==> src/rtl/instr_q_pkg.sv <==
// instr_q_pkg: shared widths, ISA opcode constants and count-width helper for the prefetch queue
package instr_q_pkg;
  localparam int DATA_W_DEF   = 8;
  localparam int OPCODE_W_DEF = 3;
  localparam int DEPTH_DEF    = 4;
  typedef enum logic [2:0] {
    OP_NOP = 3'b000,
    OP_STA = 3'b001,
    OP_ADD = 3'b010,
    OP_SUB = 3'b011,
    OP_JMP = 3'b100,
    OP_LDA = 3'b101,
    OP_OUT = 3'b110,
    OP_HLT = 3'b111
  } opcode_e;
  function automatic int cnt_w(input int depth);
    return $clog2(depth + 1);
  endfunction
endpackage

==> src/rtl/iq_storage.sv <==
// iq_storage: DEPTH x DATA_W register array with one write port and one asynchronous read port
module iq_storage
  import instr_q_pkg::*;
#(
  parameter int DATA_W = DATA_W_DEF,
  parameter int DEPTH  = DEPTH_DEF
) (
  input  logic                     clk,
  input  logic                     wr_en,
  input  logic [$clog2(DEPTH)-1:0] wr_addr,
  input  logic [DATA_W-1:0]        wr_data,
  input  logic [$clog2(DEPTH)-1:0] rd_addr,
  output logic [DATA_W-1:0]        rd_data
);
  logic [DATA_W-1:0] r_mem [DEPTH];
  // contents are never cleared; only the owner's pointers decide what is valid
  always_ff @(posedge clk) begin
    if (wr_en) r_mem[wr_addr] <= wr_data;
  end
  assign rd_data = r_mem[rd_addr];
endmodule

==> src/rtl/instr_prefetch_queue.sv <==
// instr_prefetch_queue: FIFO of fetched instruction words feeding the control unit; IR_BYPASS_EN enables empty-queue bypass
module instr_prefetch_queue
  import instr_q_pkg::*;
#(
  parameter int DATA_W   = DATA_W_DEF,
  parameter int OPCODE_W = OPCODE_W_DEF,
  parameter int DEPTH    = DEPTH_DEF
) (
  input  logic                       clk,
  input  logic                       rst,
  input  logic                       flush,
  input  logic                       wr_valid,
  output logic                       wr_ready,
  input  logic [DATA_W-1:0]          wr_data,
  output logic                       ir_valid,
  input  logic                       ir_ready,
  output logic [DATA_W-1:0]          ir_out,
  output logic [OPCODE_W-1:0]        opcode,
  output logic [DATA_W-OPCODE_W-1:0] operand,
  output logic [cnt_w(DEPTH)-1:0]    count
);
  localparam int CW = cnt_w(DEPTH);
  localparam int PW = $clog2(DEPTH);
  logic [PW-1:0]     r_wr_ptr, r_rd_ptr;
  logic [CW-1:0]     r_count;
  logic [DATA_W-1:0] w_rd_data;
  logic              w_empty, w_byp, w_push, w_pop, w_clr;
  assign w_empty  = (r_count == '0);
  assign wr_ready = (r_count != CW'(DEPTH));
  assign w_clr    = !rst || flush;
`ifdef IR_BYPASS_EN
  assign w_byp  = w_empty && wr_valid && !flush;
  assign w_push = wr_valid && wr_ready && !(w_byp && ir_ready);
`else
  assign w_byp  = 1'b0;
  assign w_push = wr_valid && wr_ready;
`endif
  assign w_pop    = !w_empty && ir_ready;
  assign ir_valid = !w_empty || w_byp;
  assign ir_out   = !w_empty ? w_rd_data : (w_byp ? wr_data : '0);
  assign opcode   = ir_out[DATA_W-1 -: OPCODE_W];
  assign operand  = ir_out[DATA_W-OPCODE_W-1:0];
  assign count    = r_count;
  iq_storage #(.DATA_W(DATA_W), .DEPTH(DEPTH)) u_storage (
    .clk     (clk),
    .wr_en   (w_push && !w_clr),
    .wr_addr (r_wr_ptr),
    .wr_data (wr_data),
    .rd_addr (r_rd_ptr),
    .rd_data (w_rd_data)
  );
  // pointer and occupancy tracking; reset and flush both empty the queue
  always_ff @(posedge clk) begin
    if (w_clr) begin
      r_wr_ptr <= '0;
      r_rd_ptr <= '0;
      r_count  <= '0;
    end else begin
      r_wr_ptr <= w_push ? r_wr_ptr + PW'(1) : r_wr_ptr;
      r_rd_ptr <= w_pop ? r_rd_ptr + PW'(1) : r_rd_ptr;
      r_count  <= r_count + CW'(w_push) - CW'(w_pop);
    end
  end
endmodule

==> config.mk <==
export PLATFORM = sky130hd
export DESIGN_NAME = instr_prefetch_queue
export DESIGN_NICKNAME = d
export VERILOG_FILES = /design/src/rtl/instr_q_pkg.sv /design/src/rtl/iq_storage.sv /design/src/rtl/instr_prefetch_queue.sv
export SDC_FILE = /design/constraint.sdc
export NUM_CORES = 1
export LEC_CHECK = 0
export ABC_CLOCK_PERIOD_IN_PS = 3570
export CORE_ASPECT_RATIO = 1.2
export CORE_MARGIN = 2
export CORE_UTILIZATION = 47
export CTS_CLUSTER_DIAMETER = 200
export DETAILED_ROUTE_END_ITERATION = 10
export GPL_ROUTABILITY_DRIVEN = 0
export GPL_TIMING_DRIVEN = 0
export PLACE_DENSITY_LB_ADDON = 0.25
export SLEW_MARGIN = 20
export SYNTH_ARGS = -nofsm -noshare
export SYNTH_HDL_FRONTEND = slang
export SYNTH_SLANG_ARGS = --single-unit
==> constraint.sdc <==
create_clock -name clk -period 3.57 [get_ports clk]
set_input_delay 1.071 -clock clk [delete_from_list [all_inputs] [get_ports clk]]
set_output_delay 1.071 -clock clk [all_outputs]
set_load 0.02 [all_outputs]
# ---- Word level (Yosys, flattened, before mapping)
# Memories as Yosys holds them, arrays and structs flattened. A register that Yosys moved wholly into a read port is not among the register bits.
# Cells that the tools add are included.
dict set report word_totals {
  regBits 7
  ramBits 32
  input_bits 13
  out_inout_bits 21
  wordCells 22
  memories 1
}
dict set report op_classes {
  add_sub_neg 4
  eq_ne 1
  n_mux 5
  reduce_logical 8
}
# memory depth width rd rd_ports_with_merged_regs write_ports line
set memory_table {}
lappend memory_table {u_storage.r_mem 4 8 1 1 1 iq_storage.sv:15} ;# logic [DATA_W-1:0] r_mem [DEPTH];
# cell count
set op_table {}
lappend op_table {{two-way mux 8 bit} 1}
lappend op_table {{adder 2 x 1 -> 2 bit, second input constant} 2}
lappend op_table {{two-way mux 2 bit} 2}
lappend op_table {{adder 3 x 1 -> 3 bit} 1}
lappend op_table {{logical AND 1 bit} 3}
lappend op_table {{zero test 1 bit} 3}
lappend op_table {{zero test 3 bit} 1}
lappend op_table {{!= test 3 bit, second input constant} 1}
lappend op_table {{subtractor 3 x 1 -> 3 bit} 1}
lappend op_table {{two-way mux 1 bit} 2}
lappend op_table {{logical OR 1 bit} 1}

# ---- Logic depth before layout (Yosys ltp)
dict set report depth {
  word_depth 6
  depth_mapped 11
  mapped_depth_nobuf 11
}

# ---- By module
# Synthesis repeated with hierarchy kept, for this count alone.
dict set report hier_totals {
  hier_cells 106
  hier_area_um2 1664.1
}
# mod instances cells_each area_per_inst_um2 seq_area_each_um2
set by_module_without_submodules {}
lappend by_module_without_submodules {iq_storage 1 46 1188.6 960.9}
lappend by_module_without_submodules {instr_prefetch_queue 1 60 475.5 140.1}

# ---- Least setup slack after synthesis
# OpenSTA, ideal clock, no wires.
dict set report synth_path {
  kind {input to register}
  startpoint {in wr_valid}
  endpoint {reg r_count[2] (netlist: count[2])}
  setup_time_ps 78
  arrival_time_ps 2527
  required_ps 3492
  setup_slack_ps 965
  cell_stages 10
  path_buffers 0
  path_cell_list {and2_4 > inv_1 > ha_1 > inv_1 > ha_1 > inv_1 > fa_1 > xor2_1 > and2_2 > nor3_1}
}
dict set report synth_via {
  elab_chain_len 3
}
# item line
set synth_lines {}
lappend synth_lines {{from (decl)} instr_prefetch_queue.sv:12} ;# input logic wr_valid,
lappend synth_lines {{logical AND 1 bit} instr_prefetch_queue.sv:36} ;# assign w_push = wr_valid && wr_ready;
lappend synth_lines {{adder 3 x 1 -> 3 bit} instr_prefetch_queue.sv:61} ;# r_count <= r_count + CW'(w_push) - CW'(w_pop);
lappend synth_lines {{subtractor 3 x 1 -> 3 bit} instr_prefetch_queue.sv:61}
lappend synth_lines {{to (signal assigned)} instr_prefetch_queue.sv:61}
lappend synth_lines {{to (decl)} instr_prefetch_queue.sv:25} ;# logic [CW-1:0] r_count;
# No other way between the ends.
# A chain may end at the register's enable or synchronous reset.

==> flow_summary.toml <==
[drt]
antenna_left = 0
drtIter0Drc = 25
dr_total_vias = 1007
vias_per_cell = 5.272
dr.pass1.iters = 4
wirelength_um = 2991
wire_per_inst_um = 15.66
drc = 0

[yosys]
yosysTopAreaCell = "edfxtp_1"
synth_area_um2 = 1760
synthCells = 111
synthDistinctLibCells = 27
synth_nets = 131
ys_seq_area_share_pct = 64.82
ys_seq_elements = 41
syn_area_per_cell_um2 = 15.86
ys_warn_count = 0
synth_top_cells_by_area = "edfxtp_1 (55%), dfxtp_1 (10%), mux4_2 (10%), ha_1 (4.3%), buf_4 (3.4%)"
synth_top_area_share_pct = 54.58

[floorplanning]
start_util_pct = 48.85
die_area_um2 = 4253
num_rows = 24
ioPinCount = 34
coreArea_um2 = 3603
die_h_um = 71.04
die_w_um = 59.87

[critical_path]
critPathKind = "reg2out"
crit_required_ns = 2.50
critPathLaunchType = "flop"
worstPathMaxFanout = 8
arrival_ns = 2.26
setup.worst_path.end_class = "primary output"

[sta]
tightestPinTransition_ns = 0.5155
finalHoldViolations = 0
rsz0062_at_grt = "false"
report.final.slew_viol_count = 0
finalCriticalPeriod_ns = 3.326
finalSetupViolCount = 0
fmax_ghz = 0.3007
skew_ns = 0.005764
hold-worst-slack_ns = 0.4995
fin_tns_setup_ns = 0
fin_crit_sh_pct = 93.17
max_slew_margin_pct = 65.63

[layout]
most-common-layout-cells = "clkdlybuf4s50_1 (33), edfxtp_1 (32), dfxtp_1 (9)"
finalNetCount = 171
layout_commonest_cell = "clkdlybuf4s50_1"
area_growth_pct = 27.65
fill_cells = 292
drive_gt1_share_pct = 21.05
instances_no_fill = 191
antenna_cells = 0

[power]
ir_drop_mv = 0.3183
leakage_nw = 0.8259
power_density_nw_per_um2 = 458.3

[clocking]
root_buffer = "clkbuf_8"
clock_latency_ns = 0.29
ctsLongestPathBuffers = 2
path_clk_slew_ns = 0.07
post-cts-setup-buffers = 0
htreeDepth = 2
cts.sinks = 41
cts-hold-fix-buffers = 0
cts_buffers = 5
cts_tree = "yes"

[place]
hpwl_um = 2246
placed_cells = 183
port_buffers = 33

[grt]
gr-usage-met2_pct = 30.56
antenna_found_initial = 0
grtUsageTotal_pct = 16.72
grt_start_max_net_pins = 13
use_met1_pct = 16.79
grt_pass1_vias = 1094
met3_usage_pct = 5.484
grt.busiest_layer = "met2"
grt_overflow = 0
grt_first_pass_wirelength_um = 5016

[hold_path]
worstHoldPathType = "reg2reg"

[outcome]
status = "completed"

[job]
drv_cap = 0
-- Yosys cell counts (all sizes together) --
cell type / n
ha: 6
and3: 4
or4b: 1
and2b: 7
nor2b: 3
a21oi: 1
nand2b: 1
or3b: 1
clkbuf: 3
edfxtp: 32
nand4: 2
dfxtp: 9
fa: 1
nand2: 3
nor3: 2
o21ai: 4
nor2: 2
o31ai: 1
mux4: 8
or3: 1
inv: 6
xor2: 1
and2: 3
buf: 9
-- sequential cells by signal, indices dropped and copies added, names as in the netlist, named ones only --
| name | count |
|---|---|
| r_wr_ptr | 2 |
| u_storage.r_mem | 32 |
| r_rd_ptr | 2 |
| count | 3 |
-- metrics by stage --
step / worst slack (ns) / cell area [um^2] / total power [mW] / utilization (%)
after global routing: 0.08505 / 2247 / 1.074 / 62.36
after detailed placement: 0.3302 / 2140 / 0.6937 / 59.38
after global placement: 0.3884 / 2140 / 0.6877 / 59.38
after CTS: 0.1155 / 2246 / 1.041 / 62.33
final: 0.2440 / 2247 / 1.030 / 62.36
after floorplan: 0.9652 / 1760 / 0.6217 / -
-- critical path, stage by stage (launching register included) --
cell and delay (ns):
dfxtp_1 0.31, buf_2 0.28, mux4_2 0.54, and2b_1 0.18, buf_4 0.12, clkdlybuf4s50_1 0.53
-- final cells by class --
class / count / area [um^2] / share of cell area, %
tap: 39 / 48.80 / 2.171
buffer: 12 / 77.57 / 3.452
sequential: 41 / 1141 / 50.78
inverter: 6 / 22.52 / 1.002
clock inverter: 2 / 33.78 / 1.503
multi-input combinational: 52 / 520.5 / 23.16
timing repair buffer: 33 / 330.3 / 14.70
clock buffer: 6 / 72.57 / 3.229
-- cell families after synthesis --
| family | count (synthesis) | synth area share (%) |
|---|---|---|
| and+or+nand+nor | 30 | 11.30 |
| DFF | 41 | 64.82 |
| AOI/OAI and AO/OA | 6 | 2.132 |
| muxes | 8 | 10.23 |
| buffers and inverters | 18 | 5.615 |
| adders and majority gates | 7 | 5.401 |
| xor gates and xnor gates | 1 | 0.4976 |
-- repair_timing --
action / 4_1_cts / 5_1_grt
gates resized for setup: 0 / 2
hold endpoints to repair: 0 / 0
endpoints found under the setup margin: 0 / 8
-- worst paths after layout --
path	from	to	slack (ns)	cells after the start
min reg2reg	r_wr_ptr[0]	r_wr_ptr[0]	0.50	2
min	r_wr_ptr[0]	r_wr_ptr[0]	0.50	2
max	flop	operand[2]	0.24	5
max reg2reg	count[1]	count[2]	1.14	11
-- report_power, final --
part / internal (mW) / total (mW) / switching [mW]
Sequential: 0.522 / 0.527 / 0.00495
Clock: 0.206 / 0.349 / 0.142
Combinational: 0.0816 / 0.154 / 0.0727
Total: 0.810 / 1.03 / 0.220
-- per-layer routing --
metal  part of all wire [%]  up-vias
met5                      0        -
met4                    2.0        0
met3                    5.2        6
met2                     56       31
met1                     37      491
li1                       -      479
No activity file was read; power rests on OpenSTA's default activity.
